$ cat src/rtl/rr_reg_arbiter.sv
// Round-robin arbiter sharing one DATA_W-bit register among N requesters; the owner loads it every cycle.
// Latency: grant one edge after req is seen in IDLE, first load one edge later, q_valid the cycle after each load.
// Backpressure: non-owners wait with req high; release on req drop or after MAX_HOLD loads, then one IDLE turnaround.
module rr_reg_arbiter #(
  parameter int N        = 4,
  parameter int DATA_W   = 8,
  parameter int MAX_HOLD = 4
) (
  input  logic                  clk,
  input  logic                  reset,
  input  logic [N-1:0]          req,
  input  logic [N*DATA_W-1:0]   wdata,
  output logic [N-1:0]          grant,
  output logic [$clog2(N)-1:0]  owner,
  output logic [DATA_W-1:0]     q,
  output logic                  q_valid
);

  localparam int OW = $clog2(N);
  localparam int HW = (MAX_HOLD > 1) ? $clog2(MAX_HOLD) : 1;
  localparam logic [HW-1:0] LAST_LOAD = HW'(MAX_HOLD - 1);
  localparam logic [OW-1:0] LAST_IDX  = OW'(N - 1);

  typedef enum logic {IDLE = 1'b0, BUSY = 1'b1} state_t;

  state_t              state, state_n;
  logic [N-1:0]        grant_n;
  logic [OW-1:0]       owner_n;
  logic [DATA_W-1:0]   q_n;
  logic                q_valid_n;
  logic [OW-1:0]       ptr, ptr_n;
  logic [HW-1:0]       hold_cnt, hold_cnt_n;
  logic [OW-1:0]       winner;
  logic [OW-1:0]       owner_next;
  logic [DATA_W-1:0]   owner_data;

  // First requester at or after the pointer, wrapping past N-1 back to 0.
  function automatic logic [OW-1:0] pick(input logic [N-1:0] r, input logic [OW-1:0] p);
    logic [OW-1:0] w;
    logic          found;
    int            idx;
    w     = p;
    found = 1'b0;
    for (int i = 0; i < N; i++) begin
      idx = int'(p) + i;
      if (idx >= N) idx = idx - N;
      if (!found && r[idx[OW-1:0]]) begin
        w     = OW'(idx);
        found = 1'b1;
      end
    end
    return w;
  endfunction

  // Winner of the scan and the pointer value used after the current owner releases.
  always_comb begin
    winner     = pick(req, ptr);
    owner_next = (owner == LAST_IDX) ? '0 : owner + 1'b1;
  end

  // Select the owner's write-data slice.
  always_comb begin
    owner_data = '0;
    for (int i = 0; i < N; i++) begin
      if (owner == OW'(i)) owner_data = wdata[i*DATA_W +: DATA_W];
    end
  end

  // Next-state and registered-output logic; q and owner hold unless explicitly updated.
  always_comb begin
    state_n    = state;
    grant_n    = grant;
    owner_n    = owner;
    q_n        = q;
    q_valid_n  = 1'b0;
    ptr_n      = ptr;
    hold_cnt_n = hold_cnt;
    case (state)
      IDLE: begin
        grant_n = '0;
        if (|req) begin
          grant_n    = {{(N-1){1'b0}}, 1'b1} << winner;
          owner_n    = winner;
          hold_cnt_n = '0;
          state_n    = BUSY;
        end
      end
      BUSY: begin
        if (req[owner]) begin
          q_n        = owner_data;
          q_valid_n  = 1'b1;
          hold_cnt_n = hold_cnt + 1'b1;
          if (hold_cnt == LAST_LOAD) begin
            grant_n = '0;
            ptr_n   = owner_next;
            state_n = IDLE;
          end
        end else begin
          // Owner let go: release without loading; pointer moves past it so nobody is skipped.
          grant_n = '0;
          ptr_n   = owner_next;
          state_n = IDLE;
        end
      end
      default: begin
        grant_n = '0;
        state_n = IDLE;
      end
    endcase
  end

  // State and output registers with synchronous reset taking priority.
  always_ff @(posedge clk) begin
    if (reset) begin
      state    <= IDLE;
      grant    <= '0;
      owner    <= '0;
      q        <= '0;
      q_valid  <= 1'b0;
      ptr      <= '0;
      hold_cnt <= '0;
    end else begin
      state    <= state_n;
      grant    <= grant_n;
      owner    <= owner_n;
      q        <= q_n;
      q_valid  <= q_valid_n;
      ptr      <= ptr_n;
      hold_cnt <= hold_cnt_n;
    end
  end

endmodule

$ cat config.mk
export PLATFORM = sky130hd
export DESIGN_NAME = rr_reg_arbiter
export DESIGN_NICKNAME = d
export VERILOG_FILES = /design/src/rtl/rr_reg_arbiter.sv
export SDC_FILE = /design/constraint.sdc
export NUM_CORES = 1
export LEC_CHECK = 0
export ABC_AREA = 1
export BUFFER_PORTS_ARGS = -buffer_cell sky130_fd_sc_hd__buf_4
export CAP_MARGIN = 10
export CORE_MARGIN = 2
export CORE_UTILIZATION = 30
export CTS_BUF_LIST = sky130_fd_sc_hd__clkbuf_8
export CTS_CLUSTER_SIZE = 16
export DETAILED_ROUTE_END_ITERATION = 10
export GPL_TIMING_DRIVEN = 0
export SLEW_MARGIN = 40
export SYNTH_ARGS = -nofsm -noshare
export SYNTH_HDL_FRONTEND = slang
export SYNTH_SLANG_ARGS = --single-unit
export TNS_END_PERCENT = 100
$ cat constraint.sdc
create_clock -name clk -period 2.2 [get_ports clk]
set_input_delay 0.44 -clock clk [delete_from_list [all_inputs] [get_ports clk]]
set_output_delay 0.44 -clock clk [all_outputs]
set_load 0.1 [all_outputs]
==> metrics <==
FF-to-FF End q[1]; Final ANT Viol Nets 0; DRT Pass-1 Iters 4; Top FF cell, synth dfxtp_1; port bufs 51; EDFF count, synth 0; die area 0.005287 sq mm; most common cell in the synthesized netlist nand2_1; root buf cell clkbuf_8; Hold Vio Cnt, Final 0; cell taking the most area after synthesis dfxtp_1; syn_nets 270; FMAX 541.5 MHz; 1st-iter DRT viols 51; largest net degree at the start of global routing 13; fin crit share 83.94%; vias in the first global route 1528; max-slew violations 0; top cell type's share of synthesized area 28.27%; post-route cell area 0.001939 sq mm; HPWL after DPL 3.070 mm; sequential area share after synthesis 28.27%; synthesis-to-finish area growth 36.93%; final cell count without fillers 334; Die Ht 72.71 um; row count 24; YS warnings 0; clk_skew 5.044 ps; worst reg2reg path startpoint owner[1]; largest cells by area after synthesis dfxtp_1 28%, nand2_1 21%, a21oi_1 8.5%; core area 0.004444 sq mm; CTS clk-pin slew, worst paths 80 ps; Async SR Flop Fraction 0%; Ant. Diodes 0; Post-CTS Setup Bufs 0; Overall Power 1.912 mW; Synth top cells by count 80 x nand2_1, 24 x a21oi_1, 20 x dfxtp_1, 20 x o21ai_0; Relative slew margins 70.76%; depth of the CTS H-tree 1; CTS sink cnt 20; Mapped Cells 227; worst skew pair latency 260 ps; Reg2Reg Setup Slack 350 ps; # nets final 326; endpoint class of the critical path flip-flop; Tightest Pin Transition 438.6 ps; crit path DAT 2040 ps; GR Overflow Total 0; critical path class reg -> reg; DRC viols 0; Data required, critical path 2390 ps; # setup viols final 0; CTS buffer count 3; VDD IR max 0.4206 mV; Leak Pwr 0.9842 nW; clk buf depth 2; IO Count 53; global-route wire length before repair 6.720 mm; placed cell area 0.001866 sq mm; initial core utilization 31.87%; sink of the worst hold path q[5]; flip-flop and latch count after synthesis 20; routed len/inst 11.47 um; Die Width 72.71 um; RSZ-0062 raised after global routing no; status finished clean; All-Layer GR Usage 15.70%; worst hold path depth 3; Worst Hold Slack 451.9 ps; mean post-synth cell area 6.239 sq um; HP Class in -> reg; PD cells 986.1 mW/mm^2; Worst Reg-to-Reg Cells 8; layout cells sized above 1 30.14%; gpl congestion 0.8298; CTS tree done; Vias/cell 4.856; hold_sp wdata[29]; Synth Cell Area 0.001416 sq mm; Synth cell types 26; initial antenna violation count 0; max_cap viols 0; Vias 1622; dpl cells 330; Routed Wire Length 3.830 mm; setup_tns 0 ps; fin crit period 1847 ps; CP max FO 9; CP Launch Type flip-flop
## area by class of cell
cell class              instances  area, sq um
fillers                       502         2505
multi-input cells             179        897.1
flip-flops and latches         20        401.6
repair buffers                 51        382.9
inverters                      19        73.82
well taps                      52        65.06
plain buffers                   9        47.55
clock buffers                   3        41.29
clock inverters                 1        30.03
## what timing repair did
item                                    CTS  global route
endpoints found under the setup margin    0             2
hold buffers                              0             0
resized for setup                         0             1
## per-stage QoR
| stage | util, % | setup WS, ps |
|---|---|---|
| global placement | 41.98 | 212.5 |
| CTS | 43.58 | 195.7 |
| floorplan | - | 30.72 |
| finish | 43.64 | 353.2 |
| global route | 43.64 | 111.2 |
| detailed placement | 41.98 | 219.3 |
## logic make-up after synthesis
logic type | share of synthesized area [%]
simple gates | 35.78
compound gates | 22.97
buf+inv | 8.569
flops | 28.27
fa+ha+maj | 4.417
## placed cells by master (no fill, tap or decap), types with 2 or more instances in the layout
master	count
ha_1	5
o21ai_0	20
a21oi_1	24
a21oi_2	2
nand2_2	8
buf_2	2
nand2_1	80
inv_2	5
clkbuf_1	5
o21ai_1	4
nor2_2	4
dfxtp_1	19
a22oi_1	8
buf_4	52
nand3_1	12
inv_1	12
nor2_1	5
clkbuf_8	3
nand3_2	2
## critical path: stages, from the launching register on
cell and delay [ps]:
dfxtp_2 370, inv_1 100, ha_1 190, clkbuf_1 210, nor2_2 340, a22oi_1 100
o21ai_0 240, nand2_1 80, a21oi_1 140
## worst max-delay path by stage
stage,start,endpoint,cells past startpoint
after global placement,owner[1],q[1],8
after floorplan,owner[0],q[0],7
final,owner[1],q[1],8
after detailed placement,owner[1],q[1],8
after global routing,owner[0],ptr[0],5
after CTS,owner[1],q[1],8
## metal layers
metal / up-vias / part of all wire, % / GRT usage, %
li1: 860 / - / -
met1: 725 / 45 / 19.93
met2: 33 / 50 / 27.98
met3: 4 / 3.9 / 2.210
met4: 0 / 0.89 / 3.704
met5: - / 0 / 0
## sequential cells by signal, indices dropped and copies added (netlist names)
signal	flops
q	8
grant	4
state	1
q_valid	1
ptr	2
owner	2
hold_cnt	2
## power breakdown
part           switching [mW]  internal [mW]  total (mW)
Clock                   0.121          0.243       0.364
Combinational           0.784          0.304        1.09
Sequential             0.0380          0.422       0.460
Total                   0.943          0.969        1.91
No activity file was read; power rests on OpenSTA's default activity.
